<file path="src/rtl/mem_types.sv">
// Memory command encoding and the copy-engine state encoding, shared with the bench.
package mem_types;
    typedef enum logic [1:0] {NONE = 2'd0, READ = 2'd1, WRITE = 2'd2} cmd_t;
    typedef enum logic [2:0] {IDLE, RD_ADDR, RD_CAPTURE, WR_CMD, WR_HOLD, DONE} copy_state_t;
endpackage

</file>
<file path="src/rtl/register_types.sv">
// Register-level shared types: byte address width and address type.
package register_types;
    localparam int ADDR_W = 16;
    typedef logic [ADDR_W-1:0] addr_t;
endpackage

</file>
<file path="src/rtl/mem_copy.sv">
// Byte-by-byte memory copy engine (4 cycles/byte) driving the mem command port.
// MEM_COPY_FILL_EN adds a fill mode writing fill_value at 2 cycles/byte with no reads.
//   state      | meaning
//   IDLE       | waiting for start
//   RD_ADDR    | READ issued at current source
//   RD_CAPTURE | read data captured
//   WR_CMD     | WRITE issued at current destination
//   WR_HOLD    | mem writes the SRAM; advance pointers
//   DONE       | one-cycle completion pulse
module mem_copy
    import mem_types::*;
    import register_types::*;
(
    input  logic        clk,
    input  logic        reset,
    input  logic        start,
    input  addr_t       src,
    input  addr_t       dst,
    input  logic [15:0] len,
`ifdef MEM_COPY_FILL_EN
    input  logic        fill,
    input  logic [7:0]  fill_value,
`endif
    output logic        busy,
    output logic        done,
    output cmd_t        cmd,
    output addr_t       addr,
    output logic [7:0]  write_data,
    input  logic [7:0]  read_data
);
    copy_state_t state_q, state_d;
    addr_t       src_q, src_d, dst_q, dst_d, addr_q, addr_d;
    logic [15:0] cnt_q, cnt_d;
    logic [7:0]  data_q, data_d, wdata_q, wdata_d;
    cmd_t        cmd_q, cmd_d;
    logic        busy_q, busy_d, done_q, done_d;
    logic        use_fill;
`ifdef MEM_COPY_FILL_EN
    logic        fill_q, fill_d;
    logic [7:0]  fval_q, fval_d;
`endif

    always_comb begin
        state_d = state_q;
        src_d   = src_q;
        dst_d   = dst_q;
        cnt_d   = cnt_q;
        data_d  = data_q;
`ifdef MEM_COPY_FILL_EN
        fill_d   = fill_q;
        fval_d   = fval_q;
        use_fill = (state_q == IDLE) ? fill : fill_q;
`else
        use_fill = 1'b0;
`endif
        case (state_q)
            IDLE: if (start) begin
                src_d = src;
                dst_d = dst;
                cnt_d = len;
`ifdef MEM_COPY_FILL_EN
                fill_d = fill;
                fval_d = fill_value;
`endif
                if (len == 16'd0)  state_d = DONE;
                else if (use_fill) state_d = WR_CMD;
                else               state_d = RD_ADDR;
            end
            RD_ADDR:    state_d = RD_CAPTURE;
            RD_CAPTURE: begin
                data_d  = read_data;
                state_d = WR_CMD;
            end
            WR_CMD:     state_d = WR_HOLD;
            WR_HOLD: begin
                src_d = src_q + 16'd1;
                dst_d = dst_q + 16'd1;
                cnt_d = cnt_q - 16'd1;
                if (cnt_q == 16'd1) state_d = DONE;
                else if (use_fill)  state_d = WR_CMD;
                else                state_d = RD_ADDR;
            end
            DONE:       state_d = IDLE;
            default:    state_d = IDLE;
        endcase

        // Outputs are decoded from the next state so they are registered alongside it.
        cmd_d   = NONE;
        addr_d  = addr_q;
        wdata_d = wdata_q;
        busy_d  = (state_d != IDLE);
        done_d  = (state_d == DONE);
        case (state_d)
            IDLE:    wdata_d = 8'd0;
            RD_ADDR: begin
                cmd_d  = READ;
                addr_d = src_d;
            end
            WR_CMD: begin
                cmd_d  = WRITE;
                addr_d = dst_d;
`ifdef MEM_COPY_FILL_EN
                wdata_d = use_fill ? fval_d : data_d;
`else
                wdata_d = data_d;
`endif
            end
            default: ;
        endcase
    end

    always_ff @(posedge clk or posedge reset) begin
        if (reset) begin
            state_q <= IDLE;
            src_q   <= '0;
            dst_q   <= '0;
            cnt_q   <= 16'd0;
            data_q  <= 8'd0;
            cmd_q   <= NONE;
            addr_q  <= '0;
            wdata_q <= 8'd0;
            busy_q  <= 1'b0;
            done_q  <= 1'b0;
`ifdef MEM_COPY_FILL_EN
            fill_q  <= 1'b0;
            fval_q  <= 8'd0;
`endif
        end else begin
            state_q <= state_d;
            src_q   <= src_d;
            dst_q   <= dst_d;
            cnt_q   <= cnt_d;
            data_q  <= data_d;
            cmd_q   <= cmd_d;
            addr_q  <= addr_d;
            wdata_q <= wdata_d;
            busy_q  <= busy_d;
            done_q  <= done_d;
`ifdef MEM_COPY_FILL_EN
            fill_q  <= fill_d;
            fval_q  <= fval_d;
`endif
        end
    end

    assign busy       = busy_q;
    assign done       = done_q;
    assign cmd        = cmd_q;
    assign addr       = addr_q;
    assign write_data = wdata_q;
endmodule

</file>
<file path="config.mk">
export PLATFORM = sky130hd
export DESIGN_NAME = mem_copy
export DESIGN_NICKNAME = d
export VERILOG_FILES = /design/src/rtl/mem_types.sv /design/src/rtl/register_types.sv /design/src/rtl/mem_copy.sv
export SDC_FILE = /design/constraint.sdc
export NUM_CORES = 1
export LEC_CHECK = 0
export CAP_MARGIN = 10
export CORE_UTILIZATION = 65
export DETAILED_ROUTE_END_ITERATION = 12
export DONT_BUFFER_PORTS = 1
export HOLD_SLACK_MARGIN = 0.06
export PLACE_DENSITY = 0.83
export SLEW_MARGIN = 20
export SYNTH_ARGS = -nofsm -noshare
export SYNTH_HDL_FRONTEND = slang
export SYNTH_SLANG_ARGS = --single-unit
</file>
<file path="constraint.sdc">
create_clock -name clk -period 6.3 [get_ports clk]
set_input_delay 0.63 -clock clk [delete_from_list [all_inputs] [get_ports clk]]
set_output_delay 0.63 -clock clk [all_outputs]
set_load 0.005 [all_outputs]
</file>
Word level (Yosys, flattened, before mapping) --
Index checks and enable logic that the tools add are counted.
Word-level totals: input port bits 59, word-level logic and storage cells 44, output and inout port bits 28, register bits 87
Cells by class: reductions and logical operators 8, eq/ne operators 9, $add $sub $neg 3, mux-type cells 14
Operator list (number):
- 16-bit one-hot mux with 2 select lines | 4
- 16-bit 2-to-1 mux | 3
- 16-bit by 1-bit adder with 16-bit output, second input constant | 2
- 16-bit by 1-bit equality test with 1-bit output, second input constant | 1
- 16-bit logical NOT | 1
- 8-bit one-hot mux with 2 select lines | 1
- 16-bit by 1-bit subtractor with 16-bit output, second input constant | 1
- 3-bit one-hot mux with 5 select lines | 1
- 3-bit by 2-bit equality test with 1-bit output, second input constant | 3
- 3-bit 2-to-1 mux | 3
- 8-bit 2-to-1 mux | 1
- 3-bit by 1-bit equality test with 1-bit output, second input constant | 2
- 3-bit equality test, second input constant | 2
- 3-bit logical NOT | 2
- 2-bit nonzero test | 3
- 2-bit one-hot mux with 2 select lines | 1
- 3-bit nonzero test | 1
- 2-bit != test, second input constant | 1
- 2-bit AND reduction | 1

Longest topological paths before layout --
word-level depth 6, gate-level depth with buffers 8, gate-level depth less buffers 7

Worst setup path after synthesis --
OpenSTA, ideal clock, no wires.
path type input to register, start input start, end register addr_q[2] (netlist: addr[2]), setup time 126 ps, arrival 2399 ps, stages 8, path slack 3775 ps, buffers on the path 2, data required time 6174 ps, cells stage by stage or4b_1 buf_2 or2_1 o32a_4 clkinv_4 nor2_2 buf_6 a221o_1
Between the ends: longest elaborated chain between the ends 4, elaborated cells between the ends (all ways) 10, those cells by class eq/ne: 2; mux: 7; reduce/logical: 1
Ends and longest elaborated chain:
- start, declared | line mem_copy.sv:16 | input logic start,
- 3-bit 2-to-1 mux | line mem_copy.sv:57 | IDLE: if (start) begin
- 3-bit one-hot mux with 5 select lines | line mem_copy.sv:56 | case (state_q)
- 3-bit by 2-bit equality test with 1-bit output or 3-bit by 1-bit equality test with 1-bit output (tied branches) | line mem_copy.sv:93 | case (state_d)
- 16-bit one-hot mux with 2 select lines or 2-bit nonzero test (tied branches)
- end signal, assigned | line mem_copy.sv:135 | addr_q <= addr_d;
- end, declared | line mem_copy.sv:32 | addr_t src_q, src_d, dst_q, dst_d, addr_q, addr_d;
Several ways; a longest one is shown, not always the timed one. A chain may end at the register's enable or synchronous reset.

Worst setup path after layout --
start register state_q[2], end register addr_q[10] (netlist: addr[10])
Between the ends: longest elaborated chain between the ends 4, elaborated cells between the ends (all ways) 13, those cells by class eq/ne: 6; mux: 5; reduce/logical: 2
Ends and longest elaborated chain:
- start, declared | line mem_copy.sv:31 | copy_state_t state_q, state_d;
- start signal, assigned | line mem_copy.sv:129 | state_q <= state_d;
- 3-bit equality test, or another cell as far along | line mem_copy.sv:56
- 3-bit one-hot mux with 5 select lines | line mem_copy.sv:56
- 3-bit by 2-bit equality test with 1-bit output or 3-bit by 1-bit equality test with 1-bit output (tied branches) | line mem_copy.sv:93
- 16-bit one-hot mux with 2 select lines or 2-bit nonzero test (tied branches)
Several ways; a longest one is shown, not always the timed one.

==> impl_results.md <==
- Storage element area: 1980 um^2
- Global-route met1 utilization: 44.5%
- Horiz. Die Dim: 83.3 um
- Final hold vios: 0
- Tmin final: 3.10 ns
- H-tree level count: 3
- Critical Setup Path Class: flop to flop
- Area grow syn2layout: 6.88%
- Num rows: 29
- First-pass GRT wire length: 18.4 mm
- Footprint of the multi-input gates: 2150 um^2
- RePlAce Congestion: 0.905
- Total of max-cap violations: 0
- Worst path cell trace: buf_4, nor2_1, nand2_1, clkinv_1, a21oi_1, a221o_1
- Net Count, Synth: 543
- Cell Pwr Density: 572 nW/um^2
- Mapped Avg Cell Area: 8.94 um^2
- Total negative setup slack: 0 ns
- Ys async rst share: 100%
- Via/cell ratio: 7.15
- Busiest grt layer: met2
- Crit start category: flop
- Design area: 4590 um^2
- Detailed-placement wirelength estimate: 7.71 mm
- TritonRoute pass-1 iters: 5
- Top_reg_cell synth: dfrtp_1
- Fin nets: 531
- Post-place instance area: 4320 um^2
- Crit-path max FO: 56
- Antenna Nets Post-Route: 0
- FF+latch count, synth: 79
- Ant. Diodes: 0
- Full die area: 6930 um^2
- Initial DRC Count: 547
- Final Cycle Share: 49.2%
- Clock transition at the registers of the reported paths: 0.08 ns
- Post-CTS setup buffers: 0
- Drt total wl: 11.6 mm
- Initial antenna violation count: 0
- Final Setup Violations: 0
- Critical path's largest stage delay: 0.97 ns
- CP delay by family, top: compound AO/OA/AOI/OAI gates
- Layout cells sized above 1: 7.20%
- RSZ-0062 raised after global routing: no
- Status: complete, no violations
- Cts hold-fix bufs: 0
- Yosys cell types: 49
- Initial core utilization: 67.6%
- Vert. Die Dim: 83.3 um
- Ports: 87
- Leak pwr: 1.95 nW
- Hold Crit Class: input pin to flop
- Crit. End Element: flop
- Final std cells w/o fill: 549
- Buffers on Ports: 0
- WL/cell: 21.1 um
- Cell count after synthesis: 480
- Post-CTS sizing: 0
- Slew Limit Fails: 0
- Crit path required time: 6.58 ns
- Ys Warns: 0
- Fmax achieved: 0.323 GHz
- Clock Skews: 0.0112 ns
- CTS tree: yes
- Gr usage total: 34.1%
- Number of synthesized flops with an enable pin: 0
- Vias in the first global route: 3731
- Rel. slew slack: 28.5%
- Fill cell count: 436
- Total clock sinks: 79
- WP buf/inv: 2
- DP Cell Count: 534
- Pin count of the biggest net entering global routing: 80
- Global Route met3 Usage: 9.64%
- CTS buffer count: 9
- Sequential element share of the synthesized area: 46.1%
- Crit-path slowest cell: a21oi_1
- DRC violations left: 0
- Max rail drop VDD: 0.343 mV
- Grt total ovfl: 0
- Total core area: 6350 um^2
- Met2 usage: 53.0%
- Worst Tran Pin Value: 1.07 ns
- Clock buffer depth: 2
- Worst-Skew Late Latency: 0.35 ns
- Vias: 3927
- Worst EP arrival: 3.38 ns
- Netlist Area Pre-Place: 4290 um^2
- Root buf cell: clkbuf_8
## cell usage in the layout (no fill, tap or decap), types with 5 or more instances in the layout
cell type / instances
dfrtp_1: 79
nand2_1: 62
a21oi_1: 47
nor2_1: 31
o22ai_1: 27
nand3_1: 24
o21ai_0: 19
mux2i_1: 17
a221o_1: 17
and3_1: 14
nor3_1: 13
nand4_1: 12
nor4_1: 11
inv_1: 10
clkbuf_8: 10
a211oi_1: 6
buf_4: 6
a22oi_1: 5
and4_1: 5
## synth_stat cells (3+ instances only)
library cell | number | share of area, %
a211oi_1 | 6 | 1.0
a21oi_1 | 47 | 5.5
a221o_1 | 17 | 4.0
a22oi_1 | 5 | 0.87
a311oi_1 | 3 | 0.61
and3_1 | 14 | 2.0
and4_1 | 5 | 1.0
buf_1 | 5 | 0.44
clkbuf_1 | 21 | 1.8
dfrtp_1 | 79 | 46
ha_1 | 4 | 1.2
inv_1 | 11 | 0.96
mux2i_1 | 17 | 4.0
nand2_1 | 62 | 5.4
nand2b_1 | 3 | 0.44
nand3_1 | 24 | 2.8
nand4_1 | 12 | 1.7
nor2_1 | 33 | 2.9
nor3_1 | 13 | 1.5
nor4_1 | 11 | 1.6
o211ai_1 | 4 | 0.70
o21ai_0 | 19 | 2.2
o22ai_1 | 27 | 3.9
or4_1 | 4 | 0.70
## final timing paths
| path | endpoint | depth (start not counted) | slack, ns | start |
|---|---|---|---|---|
| max | addr[10] | 6 | 3.20 | state_q[2] |
| min | write_data[0] | 2 | 0.38 | read_data[0] |
| max reg2reg | addr[10] | 6 | 3.20 | state_q[2] |
| min reg2reg | write_data[2] | 2 | 0.51 | write_data[2] |
| max in group asynchronous | dst_q[2] | 2 | 5.20 | reset |
| min in group asynchronous | cnt_q[10] | 2 | 0.44 | reset |
## metal layers
layer | part of all wire [%] | wire length [um] | up-vias
met5 | 0 | 0 | -
met1 | 39 | 4540 | 1866
met2 | 45 | 5260 | 258
li1 | - | - | 1773
met3 | 13 | 1500 | 30
met4 | 2.5 | 292 | 0
## final cells by class
| cell class | count | share of cell area (%) |
|---|---|---|
| Multi-Input combinational cell | 359 | 46.8 |
| Sequential cell | 79 | 43.1 |
| Clock buffer | 10 | 3.00 |
| Clock inverter | 5 | 2.81 |
| Tap cell | 77 | 2.10 |
| Inverter | 13 | 1.20 |
| Timing Repair Buffer | 6 | 0.982 |
## per-stage QoR
step	power, mW	hold slack [ns]	worst slack (ns)	utilization, %
after detailed placement	2.09	0.491	3.33	68.1
after floorplan	1.80	0.470	3.65	-
final	2.62	0.381	3.20	72.3
after global routing	2.78	0.381	3.01	72.3
after CTS	2.60	0.378	3.32	72.3
after global placement	2.04	0.490	3.45	68.1
## where the power goes
group | switching, mW | total [mW] | internal (mW)
registers | 0.310 | 1.07 | 0.761
logic | 0.639 | 1.05 | 0.412
clock network | 0.189 | 0.503 | 0.314
total | 1.14 | 2.62 | 1.49
## logic make-up after synthesis
| family | Yosys count | share of synthesized area [%] |
|---|---|---|
| xor gates and xnor gates | 2 | 0.408 |
| and+or+nand+nor | 192 | 22.0 |
| AOI/OAI and AO/OA | 142 | 21.8 |
| muxes | 19 | 4.49 |
| DFF | 79 | 46.1 |
| buffers and inverters | 42 | 4.02 |
| adders and majority gates | 4 | 1.17 |
## worst register-to-register path: cells and delay by family, from the launching register on
family                 cells  cell delay, ns
AOI/OAI and AO/OA          2            1.25
buffers and inverters      2            0.93
and+or+nand+nor            2            0.51
DFF                        1            0.35
## state kept, by name (all words and copies together), names as in the netlist, 2 cells and up
signal      flops
src_q          16
cnt_q          16
dst_q          16
addr           16
state_q         3
write_data      8
cmd             2
No activity file was read; power rests on OpenSTA's default activity.
